==> src/rtl/fp_align_add_pkg.sv <==
// Shared configuration for the floating-point align-and-add stage.
// EXP_SIZE / MANTIS_SIZE macros set the default operand widths.
`ifndef EXP_SIZE
`define EXP_SIZE 8
`endif
`ifndef MANTIS_SIZE
`define MANTIS_SIZE 23
`endif

package fp_align_add_pkg;

  localparam int EXP_SIZE_DEFAULT    = `EXP_SIZE;
  localparam int MANTIS_SIZE_DEFAULT = `MANTIS_SIZE;

  // Past this many shifts the small operand has left the guard position entirely.
  localparam int MAX_SHIFT = MANTIS_SIZE_DEFAULT + 2;

  localparam logic [1:0] IDLE  = 2'd0;
  localparam logic [1:0] ALIGN = 2'd1;
  localparam logic [1:0] ADD   = 2'd2;

  function automatic int cnt_width(input int mantis_size);
    return $clog2(mantis_size + 3);
  endfunction

endpackage

==> src/rtl/fp_align_add_align_shifter.sv <==
// Alignment shifter for the small operand: shift register, sticky and shift count.
// BARREL_ALIGN_EN selects a single-cycle barrel shift instead of one bit per clock.
module align_shifter
  import fp_align_add_pkg::*;
#(
  parameter int MANTIS_SIZE = MANTIS_SIZE_DEFAULT,
  parameter int CW          = cnt_width(MANTIS_SIZE)
) (
  input  logic                   clk,
  input  logic                   rst_n,
  input  logic                   load,
  input  logic [MANTIS_SIZE-1:0] frac_in,
  input  logic [CW-1:0]          shift_in,
  input  logic                   step,
  output logic [MANTIS_SIZE+1:0] shifted,
  output logic                   sticky,
  output logic                   last
);

  localparam int W = MANTIS_SIZE + 2;

  logic [W-1:0]  sreg;
  logic          sticky_r;
  logic [CW-1:0] cnt;

`ifdef BARREL_ALIGN_EN
  logic [2*W-1:0] wide;

  // Lower half of the widened shift holds every bit that fell past guard.
  always_comb begin
    wide = {sreg, {W{1'b0}}} >> cnt;
  end

  always_ff @(posedge clk or negedge rst_n) begin
    if (!rst_n) begin
      sreg     <= '0;
      sticky_r <= 1'b0;
      cnt      <= '0;
    end else if (load) begin
      sreg     <= {1'b1, frac_in, 1'b0};
      sticky_r <= 1'b0;
      cnt      <= shift_in;
    end else if (step) begin
      sreg     <= wide[2*W-1:W];
      sticky_r <= sticky_r | (|wide[W-1:0]);
      cnt      <= '0;
    end
  end

  assign last = 1'b1;
`else
  always_ff @(posedge clk or negedge rst_n) begin
    if (!rst_n) begin
      sreg     <= '0;
      sticky_r <= 1'b0;
      cnt      <= '0;
    end else if (load) begin
      sreg     <= {1'b1, frac_in, 1'b0};
      sticky_r <= 1'b0;
      cnt      <= shift_in;
    end else if (step && (cnt != '0)) begin
      sreg     <= sreg >> 1;
      sticky_r <= sticky_r | sreg[0];
      cnt      <= cnt - 1'b1;
    end
  end

  assign last = (cnt == '0);
`endif

  assign shifted = sreg;
  assign sticky  = sticky_r;

endmodule

==> src/rtl/fp_align_add.sv <==
// Floating-point align-and-add stage feeding the normalize/round pair.
// Alignment is iterative unless BARREL_ALIGN_EN is defined (see align_shifter).
module fp_align_add
  import fp_align_add_pkg::*;
#(
  parameter int EXP_SIZE    = EXP_SIZE_DEFAULT,
  parameter int MANTIS_SIZE = MANTIS_SIZE_DEFAULT
) (
  input  logic                   clk,
  input  logic                   rst_n,
  input  logic                   start,
  input  logic                   op_in,
  input  logic                   sign_a,
  input  logic                   sign_b,
  input  logic [EXP_SIZE-1:0]    exp_a,
  input  logic [EXP_SIZE-1:0]    exp_b,
  input  logic [MANTIS_SIZE-1:0] mantis_a,
  input  logic [MANTIS_SIZE-1:0] mantis_b,
  output logic                   busy,
  output logic                   done,
  output logic                   sign_out,
  output logic [EXP_SIZE-1:0]    exp_out,
  output logic [MANTIS_SIZE+2:0] mantis_out,
  output logic                   loss,
  output logic                   operator_out
);

  localparam int CW        = cnt_width(MANTIS_SIZE);
  localparam int SHIFT_CAP = MAX_SHIFT - MANTIS_SIZE_DEFAULT + MANTIS_SIZE;

  logic [1:0]             state;
  logic [EXP_SIZE-1:0]    exp_l;
  logic [MANTIS_SIZE-1:0] frac_l;
  logic                   sign_r;
  logic                   eff_op;

  logic                   a_larger;
  logic [EXP_SIZE-1:0]    exp_diff;
  logic [CW-1:0]          shift_amt;
  logic                   accept;

  logic [MANTIS_SIZE+1:0] s_shifted;
  logic                   s_sticky;
  logic                   align_last;

  logic [MANTIS_SIZE+2:0] l_ext;
  logic [MANTIS_SIZE+2:0] s_ext;
  logic [MANTIS_SIZE+2:0] result;

  // On a full tie A is treated as the larger operand.
  always_comb begin
    a_larger  = (exp_a > exp_b) || ((exp_a == exp_b) && (mantis_a >= mantis_b));
    exp_diff  = a_larger ? (exp_a - exp_b) : (exp_b - exp_a);
    shift_amt = (int'(exp_diff) > SHIFT_CAP) ? CW'(SHIFT_CAP) : CW'(exp_diff);
    accept    = (state == IDLE) && start;
  end

  align_shifter #(
    .MANTIS_SIZE (MANTIS_SIZE),
    .CW          (CW)
  ) u_align (
    .clk      (clk),
    .rst_n    (rst_n),
    .load     (accept),
    .frac_in  (a_larger ? mantis_b : mantis_a),
    .shift_in (shift_amt),
    .step     (state == ALIGN),
    .shifted  (s_shifted),
    .sticky   (s_sticky),
    .last     (align_last)
  );

  // L >= S by construction, so the subtraction never goes negative.
  always_comb begin
    l_ext  = {2'b01, frac_l, 1'b0};
    s_ext  = {1'b0, s_shifted};
    result = eff_op ? (l_ext - s_ext) : (l_ext + s_ext);
  end

  always_ff @(posedge clk or negedge rst_n) begin
    if (!rst_n) begin
      state        <= IDLE;
      busy         <= 1'b0;
      done         <= 1'b0;
      exp_l        <= '0;
      frac_l       <= '0;
      sign_r       <= 1'b0;
      eff_op       <= 1'b0;
      sign_out     <= 1'b0;
      exp_out      <= '0;
      mantis_out   <= '0;
      loss         <= 1'b0;
      operator_out <= 1'b0;
    end else begin
      done <= 1'b0;
      case (state)
        IDLE: begin
          if (start) begin
            exp_l  <= a_larger ? exp_a : exp_b;
            frac_l <= a_larger ? mantis_a : mantis_b;
            eff_op <= op_in ^ sign_a ^ sign_b;
            if (op_in)
              sign_r <= a_larger ? sign_a : ~sign_b;
            else
              sign_r <= a_larger ? sign_a : sign_b;
            busy  <= 1'b1;
            state <= ALIGN;
          end
        end
        ALIGN: begin
          if (align_last)
            state <= ADD;
        end
        ADD: begin
          mantis_out   <= result;
          exp_out      <= exp_l;
          loss         <= s_sticky;
          operator_out <= eff_op;
          sign_out     <= (result == '0) ? 1'b0 : sign_r;
          done         <= 1'b1;
          busy         <= 1'b0;
          state        <= IDLE;
        end
        default: state <= IDLE;
      endcase
    end
  end

endmodule

==> config.mk <==
export PLATFORM = sky130hd
export DESIGN_NAME = fp_align_add
export DESIGN_NICKNAME = d
export VERILOG_FILES = /design/src/rtl/fp_align_add_pkg.sv /design/src/rtl/fp_align_add_align_shifter.sv /design/src/rtl/fp_align_add.sv
export SDC_FILE = /design/constraint.sdc
export NUM_CORES = 1
export LEC_CHECK = 0
export CORE_MARGIN = 4
export CORE_UTILIZATION = 45
export DETAILED_ROUTE_END_ITERATION = 8
export PLACE_DENSITY = 0.67
export SYNTH_ARGS = -nofsm -noshare
export SYNTH_HDL_FRONTEND = slang
export SYNTH_SLANG_ARGS = --single-unit
==> constraint.sdc <==
create_clock -name clk -period 4.5 [get_ports clk]
set_input_delay 0.9 -clock clk [delete_from_list [all_inputs] [get_ports clk]]
set_output_delay 0.9 -clock clk [all_outputs]
set_load 0.1 [all_outputs]
==> run_results.csv, run 1 <==
group,metric,value,unit
die,rows,50,
drt,drtPass1Iterations,5,
setup_path,worstReg2RegStart,"u_align.shifted[5]",
final_layout,n_antenna_cell,0,
setup_path,startpoint,"exp_a[6]",
clocking,clk_path_buf_depth,2,
sta,final-hold-violation-count,0,
sta,post-route-period-util,85.5,%
synthesis,synth-edff-count,0,
drt,detail_route.wirelength,21600,µm
setup_path,endpoint,"u_align.cnt[2]",
sta,rsz0062_at_grt,"no",
clocking,htree_levels,3,
drt,dr.first_iter.drc_count,658,
clocking,cts_buffers,9,
setup_path,crit_required,4.73,ns
synthesis,async_flop_share,100,%
sta,slew_headroom,30.4,%
setup_path,cp_num_buf_inv,3,
global_route,grt_pass1_wl,36300,µm
synthesis,synthCells,1015,
die,die_h,146,µm
clocking,post_cts_resized,0,
clocking,postCtsSetupBuffers,0,
setup_path,critPathLaunchType,"primary input",
synthesis,avgSynthCellArea,8.45,µm²
global_route,antenna_found_initial,0,
synthesis,ys_seq_area_share,30.6,%
final_layout,syn_to_final_growth,17.5,%
placement,numPortBuffers,106,
die,die_w,146,µm
clocking,clkSinkCount,105,
power_and_ir_drop,p_per_area,694,nW/µm²
synthesis,synth_cell_types,76,
setup_path,crit_type,"in -> reg",
sta,fmax,260,MHz
drt,remaining_drc_errors,0,
hold_path,hp-class,"reg -> reg",
setup_path,crit_top_cell,"and4_1",
drt,antenna_left,0,
synthesis,synth_area,8580,µm²
clocking,clk_latency,0.36,ns
final_layout,layout-drive-gt1-share,5.76,%
clocking,cts_tree,"done",
drt,dr_total_vias,7275,
setup_path,cpMaxStageDelayCell,"clkdlybuf4s50_1",
sta,setup_viol,0,
sta,fin_hold_ws,0.474,ns
setup_path,path_delay_family,"compound AO/OA/AOI/OAI gates",
setup_path,crit_arrival,4.08,ns
final_layout,fin_nets,1247,
global_route,track_usage,20.4,%
power_and_ir_drop,ir_worst_vdd,0.000262,V
status,status,"finished clean",
clocking,cts-root-buf,"clkbuf_16",
die,start_util,45.9,%
flow_run,drv_cap,0,
die,dieArea,21300,µm²
setup_path,crit_chain,"clkdlybuf4s50_1, inv_1, ha_1, and4_1, and4_1, and4b_1, a21oi_1, o41ai_1, a21oi_4, buf_12, nor3_1, a41o_1, o211ai_1, o21ai_0",
setup_path,cpPeakStageDelay,0.50,ns
synthesis,synth_seq_cells,105,
clocking,clk_pin_slew,0.07,ns
setup_path,rr_endpoint,"sign_out",
sta,final.setup.tns,0,ns
sta,finClkSkew,0.00917,ns
synthesis,synth-warning-count,0,
placement,dpl.hpwl,16800,µm
placement,finalWeightedCongestion,0.928,
synthesis,synthFlopType,"dfrtp_1",
global_route,overflow,0,
power_and_ir_drop,p_leak,0.00468,µW
die,coreArea,18700,µm²
sta,finalMaxSlewViolations,0,
setup_path,end_kind,"register",
die,io_pins,107,
setup_path,crit_cells,14,
synthesis,synthesis.nets,1173,
sta,period_needed,3.85,ns
drt,wl_per_cell,16.3,µm
sta,worst_slew_pin_slew,1.04,ns
setup_path,r2r_cells,12,
global_route,grt_pass1_vias,7116,
setup_path,critPathMaxFanout,44,
drt,vias_per_cell,5.48,
setup_path,reg2reg_slack,0.97,ns
clocking,cts_hold_buf,0,
global_route,grt_start_max_net_pins,98,
## worst min-delay path, stage by stage, from the launching register on
cell,delay [ns]
dfrtp_1,0.34
nand2_1,0.05
nand2_1,0.05
## where the power goes
part           total [µW]  switching, µW  internal (µW)  leakage, µW
combinational        4620           2960           1660      0.00319
sequential           1620            312           1300      0.00136
clock                 760            369            392     0.000135
## area by class of cell
type | count | area, µm²
Inverter | 87 | 327
Fill cell | 1785 | 8620
Sequential cell | 105 | 2630
Clock inverter | 5 | 38.8
Tap cell | 234 | 293
Clock buffer | 10 | 239
Multi-Input combinational cell | 769 | 5410
Timing Repair Buffer | 117 | 1150
## routing by layer
metal,vias up,GRT usage [%],part of all wire (%)
li1,3711,-,-
met1,3347,29.4,48
met2,189,31.6,45
met3,28,4.22,5.2
met4,0,5.13,1.9
met5,-,0,0
## stage by stage
| step | util, % | std cells | instance area (µm²) | total power, µW | setup WS [ns] |
|---|---|---|---|---|---|
| 3_5_place_dp | 52.4 | 1312 | 9810 | 6220 | 0.286 |
| 6_report | 53.9 | 1327 | 10100 | 7000 | 0.654 |
| 5_1_grt | 53.9 | 1327 | 10100 | 7630 | 0.452 |
| 3_3_place_gp | 52.4 | 1312 | 9810 | 6170 | 0.375 |
| 2_1_floorplan | - | 1015 | 8580 | 5180 | 1.20 |
| 4_1_cts | 53.9 | 1327 | 10100 | 7010 | 0.657 |
## state kept, by name (all words and copies together) (netlist names)
name,count
exp_l,8
exp_out,8
state,2
eff_op,1
done,1
u_align.shifted,25
operator_out,1
u_align.sticky,1
busy,1
u_align.cnt,5
loss,1
sign_r,1
frac_l,23
sign_out,1
mantis_out,26
## Yosys cell counts (all sizes together), types with 3 or more instances
| cell type | n | share of area [%] |
|---|---|---|
| o21ai | 117 | 6.9 |
| nand2 | 116 | 5.1 |
| dfrtp | 105 | 31 |
| inv | 87 | 3.8 |
| ha | 86 | 13 |
| a21oi | 65 | 3.8 |
| mux2i | 62 | 7.2 |
| nor2 | 57 | 2.5 |
| clkbuf | 39 | 1.7 |
| xnor2 | 21 | 2.1 |
| nor2b | 20 | 1.5 |
| a21o | 17 | 1.5 |
| mux2 | 17 | 2.2 |
| nor3 | 17 | 0.99 |
| a211oi | 15 | 1.4 |
| buf | 15 | 1.1 |
| xor2 | 15 | 1.5 |
| nand3 | 13 | 0.76 |
| nand2b | 11 | 0.80 |
| nand4 | 9 | 0.66 |
| o31ai | 8 | 0.92 |
| nor3b | 7 | 0.61 |
| a31oi | 6 | 0.44 |
| o211ai | 6 | 0.58 |
| a2111oi | 5 | 0.51 |
| and2 | 5 | 0.36 |
| nor4 | 5 | 0.44 |
| a21boi | 4 | 0.35 |
| and3 | 4 | 0.29 |
| fa | 4 | 0.93 |
| o21bai | 4 | 0.35 |
| or4 | 4 | 0.35 |
| a211o | 3 | 0.31 |
| a22o | 3 | 0.31 |
| a22oi | 3 | 0.26 |
| and4 | 3 | 0.31 |
| o221ai | 3 | 0.38 |
| o41ai | 3 | 0.31 |
| or2 | 3 | 0.22 |
## how the worst min path moves through the flow
stage,from,endpoint,slack (ns),depth (start not counted)
final,mantis_out[7],mantis_out[7],0.47,2
after floorplan,exp_l[0],exp_l[0],0.45,2
after CTS,mantis_out[7],mantis_out[7],0.48,2
after detailed placement,mantis_out[7],mantis_out[7],0.46,2
after global routing,mantis_out[7],mantis_out[7],0.49,2
after global placement,mantis_out[16],mantis_out[16],0.46,2
## placed cells by master, fill, tap and decap left out, drive strengths merged, types with 4 or more instances in the layout
| master | count |
|---|---|
| a2111oi | 5 |
| a211oi | 15 |
| a21boi | 4 |
| a21o | 17 |
| a21oi | 65 |
| a31oi | 6 |
| and2 | 5 |
| and3 | 4 |
| buf | 12 |
| clkbuf | 10 |
| clkdlybuf4s50 | 105 |
| dfrtp | 105 |
| fa | 4 |
| ha | 86 |
| inv | 89 |
| mux2 | 17 |
| mux2i | 62 |
| nand2 | 116 |
| nand2b | 11 |
| nand3 | 13 |
| nand4 | 9 |
| nor2 | 57 |
| nor2b | 20 |
| nor3 | 17 |
| nor3b | 7 |
| nor4 | 5 |
| o211ai | 6 |
| o21ai | 117 |
| o21bai | 4 |
| o31ai | 8 |
| or4 | 4 |
| xnor2 | 21 |
| xor2 | 15 |
## logic make-up (layout without fill, tap and decap cells)
| kind of cell | count (synthesis) | count (layout) | synth area share, % |
|---|---|---|---|
| AO/OA/AOI/OAI | 284 | 284 | 20.6 |
| AND/OR/NAND/NOR | 280 | 280 | 15.5 |
| buffers and inverters | 141 | 219 | 6.62 |
| flip-flops | 105 | 105 | 30.6 |
| adder cells (fa/ha/maj) | 90 | 90 | 13.5 |
| multiplexers | 79 | 79 | 9.46 |
| XOR/XNOR | 36 | 36 | 3.67 |
Note: power is estimated with default switching activity, not from simulation.
==> run 2, diff against run 1 <==
- TNS_END_PERCENT: not set -> 50
==> results of run 2 <==
Final layout, timing and power as in run 1 (identical DEF).
==> run 3, diff against run 2 <==
- CTS_BUF_LIST: not set -> sky130_fd_sc_hd__clkbuf_4 sky130_fd_sc_hd__clkbuf_8
==> run 3 against run 2 <==
Compared with the run above:
- clock skew rose by 0.0067 ns
- clock power down 25%
- fmax up 1.0%
- clock-buffer cell count unchanged
- setup slack improved by 0.039 ns
- combinational power is essentially flat
- via count fell by 0.58%
- largest cell class unchanged
- highest routed layer unchanged
==> run_results.csv, run 3 (synthesized netlist as in run 1, its figures left out) <==
group,metric,value,unit
status,status,"finished clean",
sta,fmax,263,MHz
placement,finalWeightedCongestion,0.928,
global_route,track_usage,20.3,%
power_and_ir_drop,p_per_area,681,nW/µm²
final_layout,final_common_cell,"nand2_1",
die,dieArea,21300,µm²
sta,slew_headroom,30.3,%
sta,rsz0062_at_grt,"no",
drt,dr_total_vias,7233,
global_route,antenna_found_initial,0,
setup_path,crit_required,4.77,ns
sta,setup_viol,0,
final_layout,largest_reg_flops,26,
clocking,clk_pin_slew,0.11,ns
placement,numPortBuffers,106,
final_layout,layout-drive-gt1-share,5.76,%
sta,post-route-period-util,84.6,%
sta,period_needed,3.81,ns
drt,vias_per_cell,5.45,
die,rows,50,
sta,worst_slew_pin_slew,1.04,ns
setup_path,crit_arrival,4.08,ns
setup_path,critPathLaunchType,"primary input",
die,coreArea,18700,µm²
setup_path,rr_endpoint,"sign_out",
power_and_ir_drop,p_leak,0.00463,µW
drt,detail_route.wirelength,21500,µm
final_layout,seqCellArea,2630,µm²
final_layout,n_antenna_cell,0,
clocking,cts_tree,"done",
sta,final-hold-violation-count,0,
die,io_pins,107,
drt,antenna_left,0,
drt,remaining_drc_errors,0,
drt,wl_per_cell,16.2,µm
clocking,clk_path_buf_depth,2,
placement,dpl-instance-area,9810,µm²
drt,dr.first_iter.drc_count,561,
setup_path,reg2reg_slack,0.96,ns
global_route,grt_pass1_vias,7081,
final_layout,multiInputGateArea,5410,µm²
setup_path,crit_type,"in -> reg",
clocking,htree_levels,3,
clocking,clkSinkCount,105,
final_layout,top_register,"mantis_out",
setup_path,end_kind,"register",
flow_run,drv_cap,0,
setup_path,r2r_cells,12,
setup_path,worstReg2RegStart,"u_align.shifted[5]",
sta,final.setup.tns,0,ns
global_route,grt_start_max_net_pins,98,
final_layout,syn_to_final_growth,16.3,%
die,die_h,146,µm
final_layout,fin_nets,1247,
clocking,clk_latency,0.40,ns
hold_path,worstHoldEndpoint,"mantis_out[7]",
clocking,postCtsSetupBuffers,0,
clocking,cts_buffers,9,
hold_path,hp-class,"reg -> reg",
clocking,post_cts_resized,0,
clocking,cts-root-buf,"clkbuf_8",
sta,finalMaxSlewViolations,0,
global_route,grt_pass1_wl,36200,µm
setup_path,critPathMaxFanout,44,
power_and_ir_drop,ir_worst_vdd,0.000247,V
clocking,cts_hold_buf,0,
final_layout,fill_cells,1799,
hold_path,hp-start,"mantis_out[7]",
sta,finClkSkew,0.0159,ns
die,start_util,45.9,%
final_layout,fin_area,9980,µm²
global_route,overflow,0,
placement,dpl.hpwl,16800,µm
die,die_w,146,µm
final_layout,layout_common_cells,"nand2_1, o21ai_0, dfrtp_1, clkdlybuf4s50_1, inv_1",
drt,drtPass1Iterations,5,
hold_path,hold_depth,2,
[run 3: metrics by stage]
step                      hold WS (ns)  setup slack, ns  cells  util, %  total power, µW
final                            0.482            0.693   1327     53.4             6800
after global routing             0.503            0.499   1327     53.4             7420
after CTS                        0.489            0.702   1327     53.4             6810
after detailed placement         0.464            0.286   1312     52.4             6220
after global placement           0.459            0.375   1312     52.4             6170
after floorplan                  0.446             1.20   1015        -             5180
[run 3: area by class of cell]
type                            count  area share, %
Clock inverter                      5          0.389
Multi-Input combinational cell    769           54.1
Inverter                           87           3.27
Tap cell                          234           2.93
Sequential cell                   105           26.3
Timing Repair Buffer              117           11.6
Clock buffer                       10           1.38
[run 3: worst max-delay path by stage]
stage / from / to / slack [ns] / cells past startpoint
3_3_place_gp: exp_a[6] / u_align.cnt[2] / 0.38 / 14
3_5_place_dp: exp_a[6] / u_align.cnt[2] / 0.29 / 14
2_1_floorplan: exp_a[6] / u_align.cnt[0] / 1.20 / 11
4_1_cts: exp_a[6] / u_align.cnt[2] / 0.70 / 14
5_1_grt: exp_a[6] / u_align.cnt[2] / 0.50 / 14
6_report: exp_a[6] / u_align.cnt[2] / 0.69 / 14
[run 3: layer usage]
metal  global-route usage [%]  vias to the layer above  wire length (µm)
li1                         -                     3708                 -
met1                     29.4                     3330             10500
met2                     31.5                      166              9570
met3                     3.94                       29              1120
met4                     4.99                        0               396
met5                        0                        -                 0
[run 3: worst max-delay path: stages]
cell and delay (ns):
clkdlybuf4s50_1 0.50, inv_1 0.05, ha_1 0.39, and4_1 0.27, and4_1 0.22, and4b_1 0.20
a21oi_1 0.15, o41ai_1 0.12, a21oi_4 0.32, buf_12 0.34, nor3_1 0.11, a41o_1 0.27
o211ai_1 0.10, o21ai_0 0.11
[run 3: report_power, final]
| group | switching [µW] | total (µW) | internal (µW) |
|---|---|---|---|
| combinational | 2950 | 4620 | 1660 |
| clock | 351 | 569 | 218 |
| sequential | 312 | 1610 | 1300 |
| total | 3620 | 6800 | 3180 |
